===== src/rtl/store_ctrl_pkg.sv =====
// Shared constants and types for the RV32I store read-modify-write controller.
// Store widths, FSM state encoding, fault codes and small address helpers.
package store_ctrl_pkg;

  localparam logic [2:0] F3_SB = 3'h0;
  localparam logic [2:0] F3_SH = 3'h1;
  localparam logic [2:0] F3_SW = 3'h2;

  typedef enum logic [1:0] {
    ST_IDLE  = 2'd0,
    ST_READ  = 2'd1,
    ST_WRITE = 2'd2
  } state_e;

  typedef enum logic [1:0] {
    ERR_NONE     = 2'd0,
    ERR_MISALIGN = 2'd1,
    ERR_FUNCT3   = 2'd2,
    ERR_TIMEOUT  = 2'd3
  } err_code_e;

  function automatic logic [31:0] word_align(input logic [31:0] addr);
    return {addr[31:2], 2'b00};
  endfunction

  // Only called for legal widths; SB can never be misaligned.
  function automatic logic is_misaligned(input logic [2:0] funct3, input logic [1:0] lane);
    return ((funct3 == F3_SH) && lane[0]) || ((funct3 == F3_SW) && (lane != 2'b00));
  endfunction

endpackage


===== src/rtl/store_lane_merge.sv =====
// Combinational store data merge: inserts the byte/halfword of rs2 into the
// addressed lane of an existing memory word; SW replaces the whole word.
module store_lane_merge
  import store_ctrl_pkg::*;
(
  input  logic [2:0]  funct3,
  input  logic [1:0]  lane,
  input  logic [31:0] old_word,
  input  logic [31:0] rs2,
  output logic [31:0] merged
);

  // NOTE: merged gets a full default before the case so no path leaves it unassigned (no latch).
  always_comb begin
    merged = old_word;
    case (funct3)
      F3_SB: begin
        case (lane)
          2'd0:    merged[7:0]   = rs2[7:0];
          2'd1:    merged[15:8]  = rs2[7:0];
          2'd2:    merged[23:16] = rs2[7:0];
          default: merged[31:24] = rs2[7:0];
        endcase
      end
      F3_SH: begin
        if (lane[1]) merged[31:16] = rs2[15:0];
        else         merged[15:0]  = rs2[15:0];
      end
      F3_SW:   merged = rs2;
      default: merged = old_word;
    endcase
  end

endmodule


===== src/rtl/store_rmw_ctrl.sv =====
// Store sequencing controller: SW as a single write, SB/SH as read-merge-write
// against a word-addressed data memory, with alignment checks and ack timeout.
module store_rmw_ctrl
  import store_ctrl_pkg::*;
#(
  parameter int TIMEOUT_CYCLES = 256,
  parameter int CNT_W          = 16
) (
  input  logic        clk,
  input  logic        rst,
  input  logic        req_valid,
  output logic        req_ready,
  input  logic [2:0]  req_funct3,
  input  logic [31:0] req_addr,
  input  logic [31:0] req_data,
  output logic        mem_r_op,
  output logic [31:0] mem_r_addr,
  input  logic        mem_r_ack,
  input  logic [31:0] mem_r_val,
  output logic        mem_w_op,
  output logic [31:0] mem_w_mem_addr,
  output logic [31:0] mem_w_mem_val,
  input  logic        mem_w_ack,
  output logic        done,
  output logic        err,
  output logic [1:0]  err_code
);

  localparam bit               TO_EN   = (TIMEOUT_CYCLES != 0);
  localparam logic [CNT_W-1:0] TO_LAST = CNT_W'(TIMEOUT_CYCLES - 1);

  state_e           state_q, state_d;
  logic [2:0]       f3_q, f3_d;
  logic [1:0]       lane_q, lane_d;
  logic [31:0]      data_q, data_d;
  logic [CNT_W-1:0] cnt_q, cnt_d;

  logic        r_op_d, w_op_d, done_d, err_d;
  logic [31:0] r_addr_d, w_addr_d, w_val_d;
  err_code_e   code_d;
  logic [31:0] merged;
  logic        timeout_hit;

  assign req_ready   = (state_q == ST_IDLE);
  assign timeout_hit = TO_EN && (cnt_q == TO_LAST);

  store_lane_merge u_merge (
    .funct3   (f3_q),
    .lane     (lane_q),
    .old_word (mem_r_val),
    .rs2      (data_q),
    .merged   (merged)
  );

  always_comb begin
    state_d  = state_q;
    f3_d     = f3_q;
    lane_d   = lane_q;
    data_d   = data_q;
    cnt_d    = cnt_q;
    r_op_d   = mem_r_op;
    r_addr_d = mem_r_addr;
    w_op_d   = mem_w_op;
    w_addr_d = mem_w_mem_addr;
    w_val_d  = mem_w_mem_val;
    done_d   = 1'b0;
    err_d    = 1'b0;
    code_d   = ERR_NONE;

    case (state_q)
      ST_IDLE: begin
        if (req_valid) begin
          f3_d   = req_funct3;
          lane_d = req_addr[1:0];
          data_d = req_data;
          cnt_d  = '0;
          if (req_funct3 > F3_SW) begin
            err_d  = 1'b1;
            code_d = ERR_FUNCT3;
          end else if (is_misaligned(req_funct3, req_addr[1:0])) begin
            err_d  = 1'b1;
            code_d = ERR_MISALIGN;
          end else if (req_funct3 == F3_SW) begin
            state_d  = ST_WRITE;
            w_op_d   = 1'b1;
            w_addr_d = word_align(req_addr);
            w_val_d  = req_data;
          end else begin
            // Write address is fixed now; only the data waits for the read.
            state_d  = ST_READ;
            r_op_d   = 1'b1;
            r_addr_d = word_align(req_addr);
            w_addr_d = word_align(req_addr);
          end
        end
      end

      ST_READ: begin
        if (mem_r_ack) begin
          state_d = ST_WRITE;
          r_op_d  = 1'b0;
          w_op_d  = 1'b1;
          w_val_d = merged;
          cnt_d   = '0;
        end else if (timeout_hit) begin
          state_d = ST_IDLE;
          r_op_d  = 1'b0;
          err_d   = 1'b1;
          code_d  = ERR_TIMEOUT;
        end else begin
          cnt_d = cnt_q + CNT_W'(1);
        end
      end

      ST_WRITE: begin
        if (mem_w_ack) begin
          state_d = ST_IDLE;
          w_op_d  = 1'b0;
          done_d  = 1'b1;
        end else if (timeout_hit) begin
          state_d = ST_IDLE;
          w_op_d  = 1'b0;
          err_d   = 1'b1;
          code_d  = ERR_TIMEOUT;
        end else begin
          cnt_d = cnt_q + CNT_W'(1);
        end
      end

      default: state_d = ST_IDLE;
    endcase
  end

  // NOTE: sequential state uses non-blocking assignments so every register samples pre-edge values.
  always_ff @(posedge clk) begin
    if (rst) begin
      state_q        <= ST_IDLE;
      f3_q           <= '0;
      lane_q         <= '0;
      data_q         <= '0;
      cnt_q          <= '0;
      mem_r_op       <= 1'b0;
      mem_r_addr     <= '0;
      mem_w_op       <= 1'b0;
      mem_w_mem_addr <= '0;
      mem_w_mem_val  <= '0;
      done           <= 1'b0;
      err            <= 1'b0;
      err_code       <= ERR_NONE;
    end else begin
      state_q        <= state_d;
      f3_q           <= f3_d;
      lane_q         <= lane_d;
      data_q         <= data_d;
      cnt_q          <= cnt_d;
      mem_r_op       <= r_op_d;
      mem_r_addr     <= r_addr_d;
      mem_w_op       <= w_op_d;
      mem_w_mem_addr <= w_addr_d;
      mem_w_mem_val  <= w_val_d;
      done           <= done_d;
      err            <= err_d;
      err_code       <= code_d;
    end
  end

endmodule


===== config.mk =====
export PLATFORM = sky130hd
export DESIGN_NAME = store_rmw_ctrl
export DESIGN_NICKNAME = d
export VERILOG_FILES = /design/src/rtl/store_ctrl_pkg.sv /design/src/rtl/store_lane_merge.sv /design/src/rtl/store_rmw_ctrl.sv
export SDC_FILE = /design/constraint.sdc
export NUM_CORES = 1
export LEC_CHECK = 0
export CAP_MARGIN = 20
export CORE_UTILIZATION = 45
export DETAILED_ROUTE_END_ITERATION = 8
export PLACE_DENSITY = 0.76
export SLEW_MARGIN = 20
export SYNTH_ARGS = -nofsm -noshare
export SYNTH_HDL_FRONTEND = slang
export SYNTH_SLANG_ARGS = --single-unit

===== constraint.sdc =====
create_clock -name clk -period 2.8 [get_ports clk]
set_input_delay 0.42 -clock clk [delete_from_list [all_inputs] [get_ports clk]]
set_output_delay 0.42 -clock clk [all_outputs]
set_load 0.03 [all_outputs]

Yosys cells after proc, flatten, opt, wreduce, memory -nomap -nowiden
Cells that the tools add are included.
- logic and storage cells: 111
- register bits after elaboration: 153
- output and inout bits: 103
- muxes and demuxes: 55
- add/sub/neg operators: 1
- bitwise operators: 4
- reduce and logical (&&, ||, !) cells: 19
- eq/ne operators: 18
- order comparisons: 1
- operators by type and width (operator ; count):
    32-bit 2-to-1 mux ; 5
    16-bit 2-to-1 mux ; 6
    32-bit case mux with 3 select lines ; 1
    32-bit case mux with 2 select lines ; 1
    16-bit case mux with 3 select lines ; 1
    8-bit 2-to-1 mux ; 4
    2-bit 2-to-1 mux ; 12
    1-bit 2-to-1 mux ; 20
    16-bit by 1-bit adder with 16-bit output (second input constant) ; 1
    16-bit by 8-bit == test with 1-bit output (second input constant) ; 1
    2-bit != test (second input constant) ; 6
    2-bit case mux with 3 select lines ; 2
    6-bit AND reduction ; 2
    7-bit AND reduction ; 1
    3-bit by 1-bit == test with 1-bit output (second input constant) ; 2
    3-bit by 2-bit == test with 1-bit output (second input constant) ; 2
    3-bit != test (second input constant) ; 2
    1-bit case mux with 3 select lines ; 2
    3-bit AND reduction ; 2
    5-bit AND reduction ; 1
    2-bit by 1-bit == test with 1-bit output (second input constant) ; 2
    2-bit == test (second input constant) ; 2
    2-bit logical NOT ; 2
    1-bit inverter ; 4
    other kinds (12) ; 14

Logic depth before layout (Yosys ltp)
- depth in word-level cells: 7
- gate-level depth with buffers: 10
- depth with buffers taken out: 7

Cells and area by module
A second synthesis with hierarchy kept.
- cell total of the unflattened synthesis: 983
- area total of the unflattened synthesis: 8115.3 µm²
- modules (own cells, without submodules) (module ; times used ; area each (µm²) ; cells an instance):
    store_rmw_ctrl ; 1 ; 6337.3 ; 734
    store_lane_merge ; 1 ; 1778.0 ; 249

Worst setup path before layout
Ideal clock, no wire load.
- path kind: register to register
- from: reg state_q[0]
- to: reg cnt_q[7]
- period minus slack after synthesis: 2117 ps
- path slack: 683 ps
- arrival: 2047 ps
- cell stages (with the launch flop): 8
- path buffers: 0
- library setup time: 70 ps
- required time: 2730 ps
- cell sequence: dfxtp_1 -> inv_1 -> ha_1 -> nor2b_1 -> nor4_4 -> nand2_2 -> or4_1 -> a21oi_1
- longest elaborated chain between the ends: 3
- RTL lines (what ; RTL line ; RTL):
    start: declaration ; store_rmw_ctrl.sv:32 ; state_e state_q, state_d;
    start signal: assignment ; store_rmw_ctrl.sv:151 ; state_q <= state_d;
    2-bit logical NOT * ; - ;
    via req_ready ; store_rmw_ctrl.sv:12 ; output logic req_ready,
    2-bit != test (no source line) or 3-bit nonzero test (tied branches) ; - ;
    3-bit AND reduction (no source line) ; - ;
    end signal: assignment ; store_rmw_ctrl.sv:155 ; cnt_q <= cnt_d;
    end: declaration ; store_rmw_ctrl.sv:36 ; logic [CNT_W-1:0] cnt_q, cnt_d;
The timed path passes the listed nets; every way through them passes the cells marked *.
A chain may end at the register's enable or synchronous reset.

Final worst setup path
- from: reg state_q[1]
- to: out req_ready
- longest elaborated chain between the ends: 1
- RTL lines (what ; RTL line ; RTL):
    2-bit logical NOT ; store_rmw_ctrl.sv:44 ; assign req_ready = (state_q == ST_IDLE);
    end: declaration ; store_rmw_ctrl.sv:12 ;
Every way passes these cells.

==> impl_metrics.ini <==
[outcome]
outcome = finished, final reports clean

[global_routing]
grt_max_degree = 65
antenna_found_initial = 2
grt_pass1_vias = 6700
grt_use_total = 0.267
globalRoute.totalOverflow = 0
grt_first_pass_wirelength_um = 34100

[clock_tree]
post_cts_resized = 0
h-tree-depth = 4
cts_setup_buffers = 0
cts_tree = yes
clk_latency_ns = 0.43
hold_buffers = 0
path_clk_slew_ns = 0.06
cts_buffers = 17
root_buffer = clkbuf_16
clock_sinks = 153
clockBufferDepth = 2

[place]
pre_cts_ws_ns = 0.413
portBuffers = 202
placed_cells = 1282
place.gp.congestion = 0.889
placed_cell_area_um2 = 9260
hpwl_um = 14900

[die]
dieWidth_um = 128
start_util = 0.465
fp-row-count = 45
die-area_um2 = 16300
core_um2 = 15300
ios = 207
die_h_um = 128

[worst_setup_path]
crit_path_start_kind = flip-flop
reg2reg_to = cnt_q[7]$_SDFFE_PP0P_
worst_ep_required_time_ns = 2.38
arrival_ns = 2.00
path_max_fanout = 9
reg2reg_from = state_q[1]$_SDFFE_PP0P_
crit_type = reg2out
cpPeakStageDelay_ns = 0.73
rrSetupSlack_ns = 0.55
setup.worst_path.end_class = output pin
cp_slowest_cell = clkdlybuf4s50_1
r2r_cells = 7
crit_chain = inv_1 -> ha_1 -> clkdlybuf4s50_1

[timing]
slew_headroom = 0.543
finalSetupViolCount = 0
finalHoldViolCount = 0
rsz0062_at_grt = false
finClkSkew_ns = 0.00748
hold_slack_ns = 0.452
fin_ws_ns = 0.378
worstMarginPinSlew_ns = 0.686
timing.final.crit_share = 0.865
fmax_ghz = 0.413
setup_tns_ns = 0
slew_viol_final = 0
min_period_ns = 2.42

[drt]
vias = 7228
initialDrtViolationCount = 596
drc_errors = 0
totalWireLength_um = 21700
via_per_inst = 5.50
firstDrtPassIters = 6
wl_per_cell_um = 16.5
ant_nets = 0

[logic_synthesis]
ys_seq_area_frac = 0.430
ys_types = 59
syn_inst = 920
synth_compound_area_frac = 0.227
async_reset_ff_frac = 0
synthFlopType = dfxtp_1
synth_area_per_cell_um2 = 7.74
synth-xor-area-share = 0.0172
ys_warn_count = 0
ys_ff_latch = 153
synth_edf_count = 0
yosys.area_share.simple = 0.261
synth_area_um2 = 7120
synthAdderAreaFrac = 0.0105
muxShareOfSynthArea = 0
synth_top_family_by_area = simple AND/OR/NAND/NOR gates

[pwr]
power.density_nw_per_um2 = 557
p_leak_nw = 3.47
peakVddDrop_mv = 0.404
total_power_mw = 5.50

[finish]
drive_above_1_share = 0.0653
diodes = 0
area_growth_pct = 38.5
nets = 1200
design_area_um2 = 9860
fin_cells = 1314
fillers = 1358
utilization = 0.644

[hold_path]
hold_class = reg2reg
worst_hold_startpoint = mem_r_addr[30]$_SDFFE_PP0P_
hold_path_depth = 2
timing.hold.worst_endpoint = mem_r_addr[30]$_SDFFE_PP0P_

[run]
cap_viol_max_count = 0
==> synth_stat cells (14+ instances only) <==
cell type	n	share of area
a21oi_1	130	0.091
a221oi_1	14	0.017
clkbuf_1	47	0.025
dfxtp_1	153	0.43
nand2_1	250	0.13
nand2b_1	19	0.017
nand3b_1	18	0.019
nor2_1	61	0.032
o21ai_0	38	0.027
o41ai_1	15	0.018
==> registers in the layout, indices dropped and copies added (netlist names) <==
signal and flops:
mem_w_mem_addr 30, mem_r_op 1, err_code 2, err 1, done 1, data_q 32, lane_q 2, mem_r_addr 30
cnt_q 16, state_q 2, mem_w_mem_val 32, mem_w_op 1, f3_q 3
==> metal layers <==
layer  wire [um]  vias up  GRT usage  share of wire
li1            -     3523          -              -
met1        8950     3334      0.323           0.41
met2       10100      326      0.433           0.47
met3        2110       45     0.0927          0.097
met4         558        0      0.108          0.026
met5           0        -          0              0
==> cells in the final DEF (no fill, tap or decap), types with 3 or more instances in the layout <==
master,synthesis,routed
nand2_1,250,250
clkdlybuf4s50_1,0,201
dfxtp_1,153,153
a21oi_1,130,130
nor2_1,61,60
o21ai_0,38,38
buf_4,5,20
nand2b_1,19,19
nand3b_1,18,18
clkbuf_16,0,17
o41ai_1,15,15
a221oi_1,14,14
xor2_1,13,13
nand3_1,13,13
a211o_1,11,11
nand4_1,10,10
inv_1,10,10
a222oi_1,9,9
a22oi_1,7,7
o41ai_2,5,5
nor2b_1,5,5
a21o_1,6,5
ha_1,6,5
or3_1,4,4
conb_1,1,4
inv_6,0,4
a221o_1,3,3
and2_1,2,3
nor3_1,4,3
o31ai_1,3,3
nor4_1,3,3
bufinv_16,0,3
clkinv_4,0,3
==> worst max-delay path, delay by kind of cell, from the launching register on <==
family,cells,cell delay [ns]
flops,1,0.34
buf+inv,2,0.88
fa+ha+maj,1,0.35
==> worst max path at each step <==
stage	start	end	cells after the start
2_1_floorplan	state_q[0]$_SDFFE_PP0P_	cnt_q[7]$_SDFFE_PP0P_	7
3_3_place_gp	mem_w_ack	cnt_q[7]$_SDFFE_PP0P_	6
3_5_place_dp	req_funct3[2]	mem_w_mem_val[13]$_SDFFE_PP0P_	6
4_1_cts	state_q[1]$_SDFFE_PP0P_	req_ready	3
5_1_grt	state_q[1]$_SDFFE_PP0P_	req_ready	3
6_report	state_q[1]$_SDFFE_PP0P_	req_ready	3
==> layout make-up <==
class / count / area [um^2] / area share
repair buffers: 223 / 2200 / 0.223
clock inverters: 13 / 169 / 0.0171
flip-flops and latches: 153 / 3060 / 0.311
well taps: 211 / 264 / 0.0268
multi-input cells: 685 / 3700 / 0.375
inverters: 10 / 37.5 / 0.00381
clock buffers: 19 / 433 / 0.0439
==> power breakdown <==
group	internal [mW]	switching, mW
sequential	2.25	0.0658
clock	1.41	0.952
combinational	0.346	0.465
total	4.01	1.48
==> logic make-up after synthesis <==
kind of cell / after synthesis
AOI/OAI and AO/OA: 253
other: 1
and+or+nand+nor: 408
adders and majority gates: 6
xor gates and xnor gates: 14
buffers and inverters: 85
DFF: 153
(Power assumes the default switching activity.)
